==> config.mk <==
export PLATFORM = sky130hd
export DESIGN_NAME = sync_fifo_param
export DESIGN_NICKNAME = d
export VERILOG_FILES = /design/src/rtl/fifo_pkg.sv /design/src/rtl/fifo_ram.sv /design/src/rtl/sync_fifo_param.sv
export SDC_FILE = /design/constraint.sdc
export NUM_CORES = 1
export LEC_CHECK = 0
export ABC_AREA = 1
export CAP_MARGIN = 20
export CORE_MARGIN = 3
export CORE_UTILIZATION = 35
export CTS_CLUSTER_DIAMETER = 60
export DETAILED_ROUTE_END_ITERATION = 12
export GPL_TIMING_DRIVEN = 0
export SYNTH_ARGS = -nofsm -noshare
export SYNTH_HDL_FRONTEND = slang
export SYNTH_SLANG_ARGS = --single-unit
==> constraint.sdc <==
create_clock -name clk -period 2.8 [get_ports clk]
set_clock_uncertainty 0.1 [all_clocks]
set_input_delay 0.28 -clock clk [delete_from_list [all_inputs] [get_ports clk]]
set_output_delay 0.28 -clock clk [all_outputs]
set_load 0.03 [all_outputs]
==> src/rtl/fifo_pkg.sv <==
// Shared FIFO definitions: default sizes, address-width helper and parameter legality checks.
// Used by both the single-clock and dual-clock FIFOs.
package fifo_pkg;

    localparam int unsigned DEF_DATA_W = 8;
    localparam int unsigned DEF_DEPTH  = 16;

    // Smallest r such that 2**r >= n.
    function automatic int unsigned clog2(input int unsigned n);
        int unsigned r;
        r = 0;
        for (int unsigned i = 0; i < 31; i++) begin
            if ((32'd1 << i) < n) r = i + 1;
        end
        return r;
    endfunction

    function automatic bit is_pow2(input int unsigned n);
        return (n != 0) && ((n & (n - 1)) == 0);
    endfunction

    function automatic bit params_legal(input int unsigned depth, input int unsigned af,
                                        input int unsigned ae);
        return is_pow2(depth) && (depth >= 4) && (af >= 1) && (af <= depth) && (ae < depth);
    endfunction

endpackage

==> src/rtl/fifo_ram.sv <==
// DATA_W x DEPTH register array: one synchronous write port, one asynchronous read port.
// Contents are intentionally not reset.
module fifo_ram
    import fifo_pkg::*;
#(
    parameter int unsigned DATA_W = DEF_DATA_W,
    parameter int unsigned DEPTH  = DEF_DEPTH,
    localparam int unsigned AW    = clog2(DEPTH)
) (
    input  logic              clk,
    input  logic              we,
    input  logic [AW-1:0]     waddr,
    input  logic [DATA_W-1:0] wdata,
    input  logic [AW-1:0]     raddr,
    output logic [DATA_W-1:0] rdata
);

    logic [DATA_W-1:0] mem [DEPTH];

    always_ff @(posedge clk) begin
        if (we) mem[waddr] <= wdata;
    end

    assign rdata = mem[raddr];

endmodule

==> src/rtl/sync_fifo_param.sv <==
// Single-clock parametrised FIFO with occupancy count, threshold flags, sticky error flags
// and selectable standard / first-word-fall-through read mode.
module sync_fifo_param
    import fifo_pkg::*;
#(
    parameter int unsigned DATA_W    = DEF_DATA_W,
    parameter int unsigned DEPTH     = DEF_DEPTH,
    parameter int unsigned AF_THRESH = DEPTH - 2,
    parameter int unsigned AE_THRESH = 2,
    parameter int unsigned FWFT      = 0,
    localparam int unsigned AW       = clog2(DEPTH)
) (
    input  logic              clk,
    input  logic              rst_n,
    input  logic              w_en,
    input  logic [DATA_W-1:0] data_in,
    input  logic              r_en,
    input  logic              err_clr,
    output logic [DATA_W-1:0] data_out,
    output logic              full,
    output logic              empty,
    output logic              almost_full,
    output logic              almost_empty,
    output logic [AW:0]       count,
    output logic              overflow,
    output logic              underflow
);

    if (!params_legal(DEPTH, AF_THRESH, AE_THRESH)) begin : g_bad_params
        $error("sync_fifo_param: illegal DEPTH or threshold parameters");
    end

    localparam logic [AW:0] AF_LVL = AF_THRESH[AW:0];
    localparam logic [AW:0] AE_LVL = AE_THRESH[AW:0];

    logic [AW:0]       wptr_q, rptr_q;
    logic              w_acc, r_acc;
    logic              overflow_q, underflow_q;
    logic [DATA_W-1:0] rd_data;

    // Flags come from registered pointers only, so acceptance never depends on same-cycle pops.
    assign full         = (wptr_q[AW] != rptr_q[AW]) && (wptr_q[AW-1:0] == rptr_q[AW-1:0]);
    assign empty        = (wptr_q == rptr_q);
    assign count        = wptr_q - rptr_q;
    assign almost_full  = (count >= AF_LVL);
    assign almost_empty = (count <= AE_LVL);
    assign w_acc        = w_en && !full;
    assign r_acc        = r_en && !empty;
    assign overflow     = overflow_q;
    assign underflow    = underflow_q;

    always_ff @(posedge clk or negedge rst_n) begin
        if (!rst_n) begin
            wptr_q <= '0;
            rptr_q <= '0;
        end else begin
            if (w_acc) wptr_q <= wptr_q + 1'b1;
            if (r_acc) rptr_q <= rptr_q + 1'b1;
        end
    end

    // A new error outranks a coincident clear.
    always_ff @(posedge clk or negedge rst_n) begin
        if (!rst_n) begin
            overflow_q  <= 1'b0;
            underflow_q <= 1'b0;
        end else begin
            if (w_en && full)  overflow_q <= 1'b1;
            else if (err_clr)  overflow_q <= 1'b0;
            if (r_en && empty) underflow_q <= 1'b1;
            else if (err_clr)  underflow_q <= 1'b0;
        end
    end

    fifo_ram #(
        .DATA_W(DATA_W),
        .DEPTH (DEPTH)
    ) u_ram (
        .clk  (clk),
        .we   (w_acc),
        .waddr(wptr_q[AW-1:0]),
        .wdata(data_in),
        .raddr(rptr_q[AW-1:0]),
        .rdata(rd_data)
    );

    if (FWFT == 0) begin : g_std
        logic [DATA_W-1:0] dout_q;
        always_ff @(posedge clk or negedge rst_n) begin
            if (!rst_n)     dout_q <= '0;
            else if (r_acc) dout_q <= rd_data;
        end
        assign data_out = dout_q;
    end else begin : g_fwft
        assign data_out = rd_data;
    end

endmodule

Word-level counts from Yosys, hierarchy flattened
Memory sizes are Yosys's and may differ from the RTL's. A register that Yosys moved wholly into a read port is not among the register bits.
Cells that the tools add are included.
W data, S select, Z words.

word-level totals
  flip-flop bits (word level) = 12
  RAM bits = 128
  output and inout port bits = 19
  word-level logic and storage cells = 28
  memories kept = 1

memory list
  name       words  bits a word  read ports  clocked after Yosys merged registers in  wr ports  line            text
  u_ram.mem  16     8            1           1                                        1         fifo_ram.sv:18  logic [DATA_W-1:0] mem [DEPTH];

operators by class
  add/sub/neg operators = 3
  magnitude comparators = 2
  equality and inequality tests = 3
  multiplexer cells = 5
  reduce and logical (&&, ||, !) cells = 10

operator list
  kind                   number
  $add A5 B1 Y5 const B  2
  $eq A5 B5 Y1           1
  $ge A5 B4 Y1 const B   1
  $le A5 B2 Y1 const B   1
  $logic_and A1 B1 Y1    5
  $mux W1                5
  $sub A5 B5 Y5          1
  $eq A4 B4 Y1           1
  $reduce_bool A2 Y1     2
  $logic_not A1 Y1       3
  $ne A1 B1 Y1           1

Depth between registers and ports, before layout
  depth after elaboration = 6
  gate-level depth with buffers = 13
  mapped depth without buffers = 11

Cells and area by module
From an unflattened synthesis, not the netlist that was laid out.

second synthesis, totals
  cells, all modules = 696
  area, all modules = 6,790.3 um^2

modules (own cells, without submodules)
  module           instances  cells each  area each (um^2)
  fifo_ram         1          543         5,606.6
  sync_fifo_param  1          153         1,183.6

Worst setup path before layout
Ideal clock, no wire load.

  path kind = flip-flop to output port
  start = register rptr_q[2]
  end = output port almost_full
  arrival = 2.363 ns
  path slack = 0.057 ns
  stages on the path, launching flop included = 8
  cells stage by stage = dfrtp_1 -> buf_2 -> buf_2 -> inv_1 -> ha_1 -> xor2_1 -> nand2_1 -> o21bai_1

on the way
  word-level cells in the longest chain between the ends = 2

ends and longest elaborated chain
  item                    line                   text
  from (decl)             sync_fifo_param.sv:36  logic [AW:0] wptr_q, rptr_q;
  from (signal assigned)  sync_fifo_param.sv:58  if (r_acc) rptr_q <= rptr_q + 1'b1;
  $sub A5 B5 Y5           sync_fifo_param.sv:44  assign count = wptr_q - rptr_q;
  named net count[2]      sync_fifo_param.sv:24  output logic [AW:0] count,
  $ge A5 B4 Y1            sync_fifo_param.sv:45  assign almost_full = (count >= AF_LVL);
  to (decl)               sync_fifo_param.sv:22  output logic almost_full,

The timed path passes the listed nets, and every way through them passes these cells.

Worst setup path in the final report
  start = register rptr_q[1]
  end = memory u_ram.mem[4][4] (netlist name), enable pin

on the way
  word-level cells in the longest chain between the ends = 6

ends and longest elaborated chain
  item                           line                   text
  $eq A4 B4 Y1                   sync_fifo_param.sv:42  assign full = (wptr_q[AW] != rptr_q[AW]) && (wptr_q[AW-1:0] == rptr_q[AW-1:0]);
  $logic_and A1 B1 Y1            sync_fifo_param.sv:42
  $logic_not A1 Y1               sync_fifo_param.sv:47  assign w_acc = w_en && !full;
  $logic_and A1 B1 Y1            sync_fifo_param.sv:47
  $mux W1                        fifo_ram.sv:21         if (we) mem[waddr] <= wdata;
  $mux W1 (not written as such)  fifo_ram.sv:21
  to (decl)                      fifo_ram.sv:18

Every way passes these cells.

==> results by group <==
Synth
  – Mean Syn Cell Area: 10.1 µm²
  – Sequential fraction of the synthesis area: 65.3%
  – Yosys warning count: 0
  – Area of the mapped netlist: 6660 µm²
  – Post-Syn Instances: 662
  – Unique masters post-synth: 22
  – Syn nets: 685
  – Register bit total from synthesis: 148

Power and ir drop
  – Switching share of total power: 40.4%
  – Sequential share of power: 31.5%
  – Max IR drop VDD: 0.000632 V
  – Clock power share: 23.7%
  – Switching pwr: 0.00374 W
  – Total power: 0.00925 W
  – Power per Cell Area: 1130 nW/µm²
  – Comb power frac: 44.8%
  – Lkg Pwr: 3.49 nW
  – Internal: 0.00551 W

Floorplanning
  – Die ar.: 20700 µm²
  – # IOs: 32
  – Core Area: 18300 µm²
  – Die extent in x: 144 µm
  – Die Y: 144 µm
  – Initial Utilization: 36.3%
  – Core Rows: 49

Placement
  – Dpl cells: 922
  – Number of port buffers: 31
  – DP Wirelength: 10500 µm
  – Post-DP Area: 7250 µm²
  – GPL Wtd Cong: 0.844

Setup path
  – Crit path DAT: 2700 ps
  – Critical Path RT: 2800 ps
  – CP Max Fanout: 11
  – Worst setup EP type: flip-flop
  – Startpoint types: flip-flop
  – Crit Path Category: reg2reg

STA
  – Crit path time final: 2700 ps
  – Tcrit/Tclk final: 96.3%
  – Worst Max-Slew Pin Slew: 802 ps
  – Relative slew margins: 46.4%
  – Max Slew Vio Count: 0
  – RSZ-0062 raised after global routing: true
  – Fmax: 0.371 GHz
  – Final hold violations: 0
  – # setup viols final: 0

Global routing
  – Global-route wire length before repair: 24800 µm
  – Gr usage total: 16.5%
  – Vias in the first global route: 4419
  – Total global routing overflow: 0
  – Initial antenna violation count: 0
  – Largest net degree at the start of global routing: 21

Clocking
  – Worst skew pair latency: 420 ps
  – Root Buffer: clkbuf_16
  – CTS tree: yes
  – Clock transition at path regs: 60 ps
  – H-Tree Level Count: 4
  – CTS Sinks: 148
  – CTS buffer count: 17
  – Max clock buf depth: 2

Layout
  – Layout Cells excl Fill: 964
  – Inserted Diodes: 0
  – # fillers: 1674
  – Area Growth Syn to Fin: 23.1%
  – Nets: 745
  – Post-route cell area: 8200 µm²
  – Layout cells sized above 1: 13.7%
  – Utilization after layout: 44.7%

Hold path
  – Hold Path Class: in2reg

Route
  – Remaining antenna violation count after routing: 0
  – Vias: 4459
  – Iter 0 DRT Violations: 352
  – Via/cell ratio: 4.63
  – DR WL/cell: 16.7 µm
  – Final wirelength: 16100 µm
  – # DRC: 0
  – Drt pass-1 iters: 5

Status
  – Status: finished, final reports clean

Run
  – Max-cap viol count: 0
area by class of cell:
type	count	area [µm²]	share of cell area, %
plain buffers	23	171	2.09
repair buffers	42	503	6.14
well taps	229	287	3.50
clock inverters	2	10.0	0.122
multi-input cells	372	1860	22.7
clock buffers	30	576	7.02
inverters	118	447	5.45
flip-flops and latches	148	4350	53.0
power by group through the flow:
stage | clock (W) | combinational (W) | sequential [W]
floorplan | 0 | 0.00245 | 0.00304
global placement | 0 | 0.00390 | 0.00294
detailed placement | 0 | 0.00393 | 0.00295
CTS | 0.00223 | 0.00395 | 0.00291
global route | 0.00233 | 0.00455 | 0.00295
finish | 0.00220 | 0.00415 | 0.00291
cells in the mapped netlist:
master | count | area share [%]
o21bai_1 | 1 | 0.11
nor2_4 | 2 | 0.34
clkinv_1 | 2 | 0.11
nand2_1 | 184 | 10
xor2_1 | 10 | 1.3
dfrtp_1 | 20 | 7.5
o21ai_0 | 6 | 0.45
a21oi_1 | 3 | 0.23
buf_2 | 15 | 1.1
buf_6 | 3 | 0.51
nand3_1 | 91 | 6.8
nor2_1 | 60 | 3.4
nor2_8 | 1 | 0.30
edfxtp_1 | 128 | 58
inv_1 | 112 | 6.3
ha_1 | 9 | 1.7
nand2_2 | 2 | 0.19
nand2_4 | 1 | 0.17
buf_4 | 6 | 0.68
inv_2 | 4 | 0.23
o21ai_1 | 1 | 0.075
fa_1 | 1 | 0.30
stage by stage:
| stage | hold WS, ps | worst slack [ps] | TNS, ps |
|---|---|---|---|
| final | 358 | 103 | 0 |
| after global routing | 353 | -32.6 | -479 |
| after CTS | 341 | -108 | -3750 |
| after detailed placement | 392 | -459 | -44080 |
| after global placement | 386 | -402 | -38510 |
| after floorplan | -116 | 57.0 | 0 |
routing by layer:
| metal | vias to the layer above | global-route usage [%] | share of wire (%) |
|---|---|---|---|
| li1 | 2221 | - | - |
| met1 | 2118 | 21.3 | 43 |
| met4 | 0 | 6.00 | 1.2 |
| met5 | - | 0 | 0 |
| met2 | 108 | 27.5 | 51 |
| met3 | 12 | 3.39 | 5.3 |
registers in the layout, indices dropped and copies added (netlist names):
name,cells
u_ram.mem,128
data_out,8
rptr_q,5
wptr_q,5
overflow,1
underflow,1
cell usage in the layout (no fill, tap or decap), types with 4 or more instances in the layout:
cell type	n
nand2_1	184
edfxtp_1	128
inv_1	112
nand3_1	91
nor2_1	44
clkdlybuf4s50_1	23
clkbuf_16	18
dfrtp_1	18
nor2_4	16
buf_2	13
buf_4	9
ha_1	8
clkbuf_8	8
buf_12	8
xor2_1	7
o21ai_0	5
clkbuf_1	4
cells by family after synthesis:
logic type | synth area share [%]
compound gates | 0.865
xor+xnor | 1.32
fa+ha+maj | 1.99
buf+inv | 8.97
flops | 65.3
simple gates | 21.6
final timing paths:
check                            start  depth (start not counted)  slack (ps)               to
max                          rptr_q[1]                         11         100  u_ram.mem[4][4]
min                            err_clr                          2         360        underflow
max reg2reg                  rptr_q[1]                         11         100  u_ram.mem[4][4]
min reg2reg                data_out[6]                          2         410      data_out[6]
max in group asynchronous        rst_n                          3        1700        rptr_q[0]
min in group asynchronous        rst_n                          2         530         overflow
critical path, cell delays in order (launching register included):
cell     delay (ps)
dfrtp_1         390
buf_4           180
inv_4           110
buf_8           170
ha_1            240
nand2_1          90
nor2_1           70
inv_1            90
nor2_4           60
nor2_8          160
nand2_1         350
nor2_4          360
what timing repair did:
action / in CTS / in global routing
resized for setup: 51 / 23
setup buffers: 1 / 8
endpoints found under the setup margin: 137 / 120
pin swaps: 1 / 8
hold buffers: 0 / 1
endpoints found under the hold margin: 0 / 2
Power figures use the tool's default switching activity.
